## src/rtl/bldc_commutator.sv

```systemverilog
// Six-step BLDC commutation controller: hall filter, sector decode, PWM chop, dead time, stall/fault sequencing.
// Optional braking pattern is enabled with `define BLDC_BRAKE_EN (adds the BRAKE input).
module bldc_commutator #(
  parameter int unsigned DEADTIME     = 2,
  parameter int unsigned STALL_CYCLES = 65535
) (
  input  logic       CLK,
  input  logic       RST_N,
  input  logic       EN,
  input  logic       DIR,
  input  logic [3:0] DUTY,
  input  logic [2:0] HALL,
  input  logic       FAULT_IN,
  input  logic       CLR_FAULT,
`ifdef BLDC_BRAKE_EN
  input  logic       BRAKE,
`endif
  output logic [2:0] GATE_H,
  output logic [2:0] GATE_L,
  output logic [1:0] STATE,
  output logic       FAULT
);

  localparam int STALL_W = $clog2(STALL_CYCLES + 1);

  typedef enum logic [1:0] {
    ST_IDLE  = 2'b00,
    ST_DEAD  = 2'b01,
    ST_RUN   = 2'b10,
    ST_FAULT = 2'b11
  } state_e;

  state_e             state_q, state_d;
  logic [2:0]         sync0_q, hall_s_q, hist1_q, hist2_q;
  logic [2:0]         hall_acc_q, hall_acc_d;
  logic               hall_loaded_q, hall_loaded_d;
  logic [3:0]         dead_cnt_q, dead_cnt_d;
  logic [2:0]         run_sector_q, run_sector_d;
  logic               run_brake_q, run_brake_d;
  logic [STALL_W-1:0] stall_q, stall_d;
  logic [3:0]         cnt_q, cnt_d;
  logic [3:0]         duty_l_q, duty_l_d;
  logic [2:0]         gate_h_q, gate_h_d, gate_l_q, gate_l_d;

  logic       hall_load, code_ok, hall_bad, stall_hit, pattern_change, pwm_on, brake_req;
  logic [2:0] fwd_sector, sector_d;

`ifdef BLDC_BRAKE_EN
  assign brake_req = BRAKE;
`else
  assign brake_req = 1'b0;
`endif

  function automatic logic [2:0] decode_fwd(input logic [2:0] code);
    case (code)
      3'b001:  return 3'd0;
      3'b011:  return 3'd1;
      3'b010:  return 3'd2;
      3'b110:  return 3'd3;
      3'b100:  return 3'd4;
      3'b101:  return 3'd5;
      default: return 3'd0;
    endcase
  endfunction

  // Sector decisions use the value hall_acc is about to take, so a commutation
  // starts on the same edge the filter accepts a new code.
  always_comb begin
    hall_load     = (hall_s_q == hist1_q) && (hist1_q == hist2_q) && (hall_s_q != hall_acc_q);
    hall_acc_d    = hall_load ? hall_s_q : hall_acc_q;
    hall_loaded_d = hall_loaded_q | hall_load;
    code_ok       = (hall_acc_d != 3'b000) && (hall_acc_d != 3'b111);
    hall_bad      = hall_loaded_d && !code_ok;
    fwd_sector    = decode_fwd(hall_acc_d);
    if (DIR) sector_d = (fwd_sector >= 3'd3) ? fwd_sector - 3'd3 : fwd_sector + 3'd3;
    else     sector_d = fwd_sector;
    pwm_on         = cnt_q < duty_l_q;
    stall_hit      = (state_q == ST_RUN) && (duty_l_q != 4'd0) && !run_brake_q &&
                     (stall_q == STALL_W'(STALL_CYCLES - 1));
    pattern_change = (sector_d != run_sector_q) || (brake_req != run_brake_q);
  end

  always_comb begin
    state_d = state_q;
    if (state_q != ST_FAULT && (FAULT_IN || hall_bad || stall_hit)) begin
      state_d = ST_FAULT;
    end else begin
      case (state_q)
        ST_FAULT: if (CLR_FAULT && !FAULT_IN) state_d = ST_IDLE;
        ST_IDLE:  if (EN && code_ok) state_d = ST_DEAD;
        ST_DEAD: begin
          if (!EN)                                  state_d = ST_IDLE;
          else if (dead_cnt_q == 4'(DEADTIME - 1)) state_d = ST_RUN;
        end
        ST_RUN: begin
          if (!EN)                 state_d = ST_IDLE;
          else if (pattern_change) state_d = ST_DEAD;
        end
        default: state_d = ST_IDLE;
      endcase
    end
  end

  always_comb begin
    cnt_d        = cnt_q + 4'd1;
    duty_l_d     = duty_l_q;
    if (cnt_q == 4'd15 || (state_q == ST_IDLE && state_d == ST_DEAD)) duty_l_d = DUTY;
    dead_cnt_d   = (state_q == ST_DEAD && state_d == ST_DEAD) ? dead_cnt_q + 4'd1 : 4'd0;
    run_sector_d = run_sector_q;
    run_brake_d  = run_brake_q;
    if (state_q == ST_DEAD && state_d == ST_RUN) begin
      run_sector_d = sector_d;
      run_brake_d  = brake_req;
    end
    stall_d = '0;
    if (state_q == ST_RUN && state_d == ST_RUN && !run_brake_q)
      stall_d = (duty_l_q != 4'd0) ? stall_q + 1'b1 : stall_q;
  end

  // Gates follow the registered state one edge later, so every change passes through all-off.
  always_comb begin
    gate_h_d = 3'b000;
    gate_l_d = 3'b000;
    if (state_q == ST_RUN) begin
      if (run_brake_q) begin
        gate_l_d = 3'b111;
      end else begin
        case (run_sector_q)
          3'd0:    begin gate_h_d = 3'b001; gate_l_d = 3'b010; end
          3'd1:    begin gate_h_d = 3'b001; gate_l_d = 3'b100; end
          3'd2:    begin gate_h_d = 3'b010; gate_l_d = 3'b100; end
          3'd3:    begin gate_h_d = 3'b010; gate_l_d = 3'b001; end
          3'd4:    begin gate_h_d = 3'b100; gate_l_d = 3'b001; end
          3'd5:    begin gate_h_d = 3'b100; gate_l_d = 3'b010; end
          default: begin gate_h_d = 3'b000; gate_l_d = 3'b000; end
        endcase
        gate_h_d = gate_h_d & {3{pwm_on}};
      end
    end
  end

  always_ff @(posedge CLK) begin
    if (!RST_N) begin
      state_q       <= ST_IDLE;
      sync0_q       <= '0;
      hall_s_q      <= '0;
      hist1_q       <= '0;
      hist2_q       <= '0;
      hall_acc_q    <= '0;
      hall_loaded_q <= 1'b0;
      dead_cnt_q    <= '0;
      run_sector_q  <= '0;
      run_brake_q   <= 1'b0;
      stall_q       <= '0;
      cnt_q         <= '0;
      duty_l_q      <= '0;
      gate_h_q      <= '0;
      gate_l_q      <= '0;
    end else begin
      state_q       <= state_d;
      sync0_q       <= HALL;
      hall_s_q      <= sync0_q;
      hist1_q       <= hall_s_q;
      hist2_q       <= hist1_q;
      hall_acc_q    <= hall_acc_d;
      hall_loaded_q <= hall_loaded_d;
      dead_cnt_q    <= dead_cnt_d;
      run_sector_q  <= run_sector_d;
      run_brake_q   <= run_brake_d;
      stall_q       <= stall_d;
      cnt_q         <= cnt_d;
      duty_l_q      <= duty_l_d;
      gate_h_q      <= gate_h_d;
      gate_l_q      <= gate_l_d;
    end
  end

  assign GATE_H = gate_h_q;
  assign GATE_L = gate_l_q;
  assign STATE  = state_q;
  assign FAULT  = (state_q == ST_FAULT);

endmodule

```

## config.mk

```make
export PLATFORM = sky130hd
export DESIGN_NAME = bldc_commutator
export DESIGN_NICKNAME = d
export VERILOG_FILES = /design/src/rtl/bldc_commutator.sv
export SDC_FILE = /design/constraint.sdc
export NUM_CORES = 1
export LEC_CHECK = 0
export CAP_MARGIN = 5
export CORE_AREA = 3 3 83 85
export DETAILED_ROUTE_END_ITERATION = 12
export DIE_AREA = 0 0 86 88
export GPL_TIMING_DRIVEN = 0
export PLACE_DENSITY_LB_ADDON = 0.2
export SLEW_MARGIN = 0
export SYNTH_ARGS = -nofsm -noshare
export SYNTH_HDL_FRONTEND = slang
export SYNTH_SLANG_ARGS = --single-unit
export TNS_END_PERCENT = 5
```

## constraint.sdc

```tcl
create_clock -name CLK -period 7.7 [get_ports CLK]
set_input_delay 0.77 -clock CLK [delete_from_list [all_inputs] [get_ports CLK]]
set_output_delay 0.77 -clock CLK [all_outputs]
set_load 0.005 [all_outputs]
```

## Yosys cells after proc, flatten, opt, wreduce, memory -nomap -nowiden

Cells that the tools add are included.

- Output and inout bits: 9
- Logic and storage cells: 96
- Register bits: 55

- Bitwise logic cells: 4
- Equal/unequal tests: 24
- $lt $le $gt $ge: 2
- Add/subtract/negate cells: 5
- Mux-type cells: 15
- Reduce and logical (&&, ||, !) cells: 32

Operators by type and width:

| cell | count |
|---|---|
| $pmux W3 S3 | 2 |
| $add A16 B1 Y16 const B | 1 |
| $eq A16 B16 Y1 const B | 1 |
| $eq A3 B3 Y1 const B | 5 |
| $pmux W3 S5 | 1 |
| $mux W2 | 7 |
| $reduce_or A2 Y1 | 7 |
| $logic_and A1 B1 Y1 | 13 |
| $eq A3 B2 Y1 const B | 4 |
| $mux W3 | 4 |
| $add A4 B1 Y4 const B | 2 |
| $pmux W2 S4 | 1 |
| $eq A2 B2 Y1 const B | 3 |
| $eq A3 B3 Y1 | 2 |
| $ne A3 B3 Y1 | 2 |
| $reduce_and A2 Y1 | 3 |
| $eq A2 B1 Y1 const B | 2 |
| $eq A4 B1 Y1 const B | 1 |
| $eq A4 B4 Y1 const B | 1 |
| $lt A4 B4 Y1 | 1 |
| $reduce_bool A4 Y1 | 1 |
| $add A3 B2 Y3 const B | 1 |
| $and A3 B3 Y3 | 1 |
| $eq A3 B1 Y1 const B | 1 |
| other kinds (11) | 15 |

## Logic depth before layout (Yosys ltp)

- Depth in word-level cells: 17
- Depth in mapped cells: 16

## Worst setup path after synthesis

No wires, ideal clock.

- Path type: register -> register
- From: register hall_s_q[1]
- To: register stall_q[1]
- Data arrival time: 3074 ps
- Cell stages (with the launch flop): 14
- Clock period less this slack: 3177 ps
- Path buffers: 2
- Slack: 4523 ps
- Path through: dfxtp_1 -> buf_2 -> or3_1 -> a222oi_1 -> buf_4 -> mux2i_1 -> and2_1 -> ha_1 -> nand2_1 -> nor2_1 -> o32a_1 -> a2111oi_4 -> nand2_1 -> a2111oi_2

- Word-level cells in the longest chain between the ends: 17

Ends and longest elaborated chain:

| item | RTL line | text |
|---|---|---|
| start: declaration | 34 | `logic [2:0] sync0_q, hall_s_q, hist1_q, hist2_q;` |
| start signal: assignment | 162 | `hall_s_q <= sync0_q;` |
| $eq A3 B3 Y1 | 69 | `hall_load = (hall_s_q == hist1_q) && (hist1_q == hist2_q) && (hall_s_q != hall_acc_q);` |
| $logic_and A1 B1 Y1 (2 in series) | 69 |  |
| $mux W3 | 70 | `hall_acc_d = hall_load ? hall_s_q : hall_acc_q;` |
| $eq A3 B3 Y1 or $eq A3 B2 Y1 (tied branches) | 55 | `case (code)` |
| $pmux W3 S5 | 55 |  |
| $add A3 B2 Y3 (tied with other cells) | 75 | `if (DIR) sector_d = (fwd_sector >= 3'd3) ? fwd_sector - 3'd3 : fwd_sector + 3'd3;` |
| $mux W3 (2 in series) | 75 |  |
| $ne A3 B3 Y1 | 80 | `pattern_change = (sector_d != run_sector_q) \|\| (brake_req != run_brake_q);` |
| $mux W2 | 97 | `else if (pattern_change) state_d = ST_DEAD;` |
| $mux W2 | 96 | `if (!EN) state_d = ST_IDLE;` |
| $pmux W2 S4 | 88 | `case (state_q)` |
| $mux W2 * | 85 | `if (state_q != ST_FAULT && (FAULT_IN \|\| hall_bad \|\| stall_hit)) begin` |
| $eq A2 B2 Y1 * | 116 | `if (state_q == ST_RUN && state_d == ST_RUN && !run_brake_q)` |
| $logic_and A1 B1 Y1 * | 116 |  |
| $reduce_and A2 Y1 (no line) * | n/a |  |
| end signal: assignment | 170 | `stall_q <= stall_d;` |
| end: declaration | 40 | `logic [STALL_W-1:0] stall_q, stall_d;` |

Mark *: on every way between the ends. The rest lies on a longest branch, timed or not.
A chain may end at the register's enable or synchronous reset.

## Worst setup path after layout

Same ends and word-level chain as after synthesis.

==> results_dict.tcl <==
set metrics [dict create \
    slew_viol_final 0 \
    fraction_of_layout_instances_using_a_drive_strength_above_1_pct 10.61 \
    synth.net_count 325 \
    postSynth.asyncResetShare_pct 0 \
    clockRootBuffer "clkbuf_8" \
    gp_congestion 0.7843 \
    h-tree-depth 2 \
    power_frac_comb_pct 13.5 \
    antenna_left 0 \
    fin_nets 352 \
    timing.rr.start "hall_s_q[1]$_SDFF_PN0_" \
    row_count 29 \
    drtIter0Drc 74 \
    drc_errors 0 \
    worst_setup_path_start_kind "register" \
    timing.critical_path.cells "buf_2 -> or3_1 -> a222oi_1 -> buf_4 -> mux2i_1 -> and2_1 -> ha_1 -> nand2_1 -> nor2_1 -> o32a_1 -> a2111oi_4 -> nand2_1 -> a2111oi_2" \
    hold_ws_ns 0.4433 \
    cts.repair.resized 0 \
    final_design_area_no_fill_um2 3191 \
    switching_share_pct 26.30 \
    setup.worst_path.class "reg -> reg" \
    detailedRoute.firstPassIterationCount 4 \
    critPathCaptureType "register" \
    timing.slew.headroom_pct 60.66 \
    post_synth_instance_area_um2 2800 \
    timing.final.hold_violations 0 \
    number_of_antenna_violations_at_the_first_check_in_global_routing 0 \
    place.port_buffers 20 \
    min-delay-path-class "reg -> reg" \
    final.period_utilization_pct 47.40 \
    synth_enable_flop_cells 0 \
    synthToLayoutAreaGrowth_pct 13.94 \
    worst_path_max_delay_cell "or3_1" \
    die-area_um2 7568 \
    antenna-diode-count 0 \
    fmax_mhz 274.0 \
    main_flop_type_after_synthesis "dfxtp_1" \
    vias 2083 \
    post-dp-hpwl_mm 3.729 \
    largest_stage_delay_on_the_critical_path_ns 0.40 \
    numCtsBuffers 5 \
    yosys_warnings 0 \
    grt_setup_unrepaired "no" \
    synth_cells 302 \
    path_buf_inv 2 \
    clock_insertion_delay_worst_skew_ns 0.31 \
    cts_tree "done" \
    post_dp_cell_area_um2 3097 \
    synth_area_per_cell_um2 9.272 \
    die_width_um 86 \
    worst_ep_required_ns 7.90 \
    clockBufferDepth 2 \
    max-cap-violations 0 \
    wire_per_inst_um 12.56 \
    share_clk_of_total_power_pct 30.6 \
    post_synthesis_cell_type_count 50 \
    maximum_number_of_pins_on_one_net_before_global_route_repair 19 \
    cellLeakagePower_uw 0.001199 \
    first_global_vias 1996 \
    worst_ir_drop_vdd_uv 102.0 \
    num_io_pins 22 \
    cpMostUsedCell "nand2_1" \
    cp.arrival_ns 3.85 \
    critPathMaxFanout 10 \
    aggregate_global_routing_overflow 0 \
    floorplan.core_area_um2 6277 \
    first_pass_grt_wire_length_mm 8.907 \
    effective_utilization_at_floorplan_pct 44.61 \
    synth.yosys.seq_area_share_pct 39.32 \
    layout_min_cycle_time_ns 3.650 \
    seqPwrFrac_pct 55.9 \
    report.final.setup_viol 0 \
    synth_seq_cells 55 \
    drt-total-wl_mm 5.113 \
    fin_tns_setup_ns 0 \
    cts_num_sinks 55 \
    p_int_uw 391.5 \
    die_span_in_y_um 88 \
    total_switching_power_uw 139.7 \
    setup_repair_bufs_after_cts 0 \
    skew_ns 0.008477 \
    pwr_density_cell_nw_per_um2 166.5 \
    grt_usage_pct 14.71 \
    worst_hold_path_startpoint "sync0_q[1]$_SDFF_PN0_" \
    cpLargestDelayFamily "compound AO/OA/AOI/OAI gates" \
    run_status "finished clean" \
    ctsHoldBuffers 0 \
    worst_setup_hold_path_clk_slew_ns 0.10 \
    timing_worst_slew_pin_value_ns 0.5866 \
    via_per_inst 5.118 \
    critical_path.startpoint "hall_s_q[1]$_SDFF_PN0_" \
]
[logic make-up (layout without fill, tap and decap cells)]
group	Yosys count	after routing	synth area share (%)
buffers and inverters	22	50	3.798
flip-flops	55	55	39.32
adder cells (fa/ha/maj)	10	10	4.468
AND/OR/NAND/NOR	139	139	26.94
AO/OA/AOI/OAI	33	33	10.10
multiplexers	16	16	6.434
XOR/XNOR	27	27	8.937
[layout make-up]
class / count / area (um2)
Timing Repair Buffer: 20 / 200.2
Tap cell: 77 / 96.34
Clock buffer: 5 / 68.82
Buffer: 15 / 80.08
Inverter: 7 / 26.28
Sequential cell: 55 / 1101
Clock inverter: 3 / 25.02
Multi-Input combinational cell: 225 / 1593
Fill cell: 604 / 3087
[layer usage]
metal | track usage [%] | share of wire [%] | vias up
met2 | 25.16 | 47 | 20
met1 | 17.75 | 48 | 969
met4 | 6.619 | 2.3 | 0
met3 | 3.104 | 3.0 | 9
li1 | - | - | 1085
met5 | 0 | 0 | -
[cell usage after synthesis, types with 2 or more instances]
cell type / instances / area (um2)
dfxtp_1: 55 / 1101
nand2_1: 36 / 135.1
and2_1: 21 / 131.4
nor2_1: 21 / 78.83
xor2_1: 14 / 122.6
mux2i_1: 12 / 120.1
xnor2_1: 12 / 105.1
ha_1: 10 / 125.1
nor3_2: 10 / 100.1
nor3_1: 9 / 45.04
nand3_1: 8 / 40.04
nor2b_1: 8 / 50.05
a21oi_1: 7 / 35.03
clkbuf_1: 7 / 26.28
inv_1: 7 / 26.28
nand4_1: 7 / 43.79
and3_1: 6 / 37.54
nand2b_1: 5 / 31.28
buf_2: 4 / 20.02
a211oi_1: 3 / 22.52
a21o_1: 3 / 22.52
o21ai_0: 3 / 15.01
or3_1: 3 / 18.77
buf_6: 2 / 22.52
mux2_2: 2 / 22.52
o211a_1: 2 / 20.02
o32a_1: 2 / 20.02
[state kept, by name, indices dropped and copies added, names as in the netlist]
name	count
STATE	2
cnt_q	4
GATE_H	3
hall_acc_q	3
GATE_L	3
hist2_q	3
duty_l_q	4
stall_q	16
sync0_q	3
hall_loaded_q	1
run_sector_q	3
hall_s_q	3
dead_cnt_q	4
hist1_q	3
[power by group through the flow]
stage          Clock [uW]  Sequential [uW]  Combinational (uW)
2_1_floorplan           0              302                50.0
3_3_place_gp            0              303                71.3
3_5_place_dp            0              304                72.0
4_1_cts               168              297                72.8
5_1_grt               180              298                79.7
6_report              163              297                71.8
[through the flow]
stage / power, uW / cells / util [%] / worst slack (ns)
after detailed placement: 375.5 / 399 / 49.33 / 4.167
after floorplan: 352.1 / 302 / - / 4.523
after global placement: 374.6 / 399 / 49.33 / 4.169
final: 531.2 / 407 / 50.83 / 4.050
after CTS: 537.5 / 407 / 50.83 / 4.059
after global routing: 558.0 / 407 / 50.83 / 3.781
[path summary, 6_finish.rpt]
| path | slack, ns | depth (start not counted) | end |
|---|---|---|---|
| max | 4.05 | 13 | stall_q[1]$_SDFFE_PN0N_ |
| min | 0.44 | 1 | hall_s_q[1]$_SDFF_PN0_ |
| max reg2reg | 4.05 | 13 | stall_q[1]$_SDFFE_PN0N_ |
| min reg2reg | 0.44 | 1 | hall_s_q[1]$_SDFF_PN0_ |
[placed cells by master, fill, tap and decap left out, drive strengths merged, types with 2 or more instances in the layout]
master and count:
nand2b 5, mux2i 13, a21oi 7, o21ai 3, mux2 3, clkdlybuf4s50 20
a2111oi 2, or3 4, nor2b 8, a211oi 4, ha 10, nand3 8
inv 7, clkbuf 12, nand4 7, buf 8, nor3 19, xnor2 12
nor2 21, a21o 3, and2 21, o211a 2, nand2 36, clkinv 2
xor2 14, dfxtp 55, and3 6, o32a 2
Note: power is estimated with default switching activity, not from simulation.
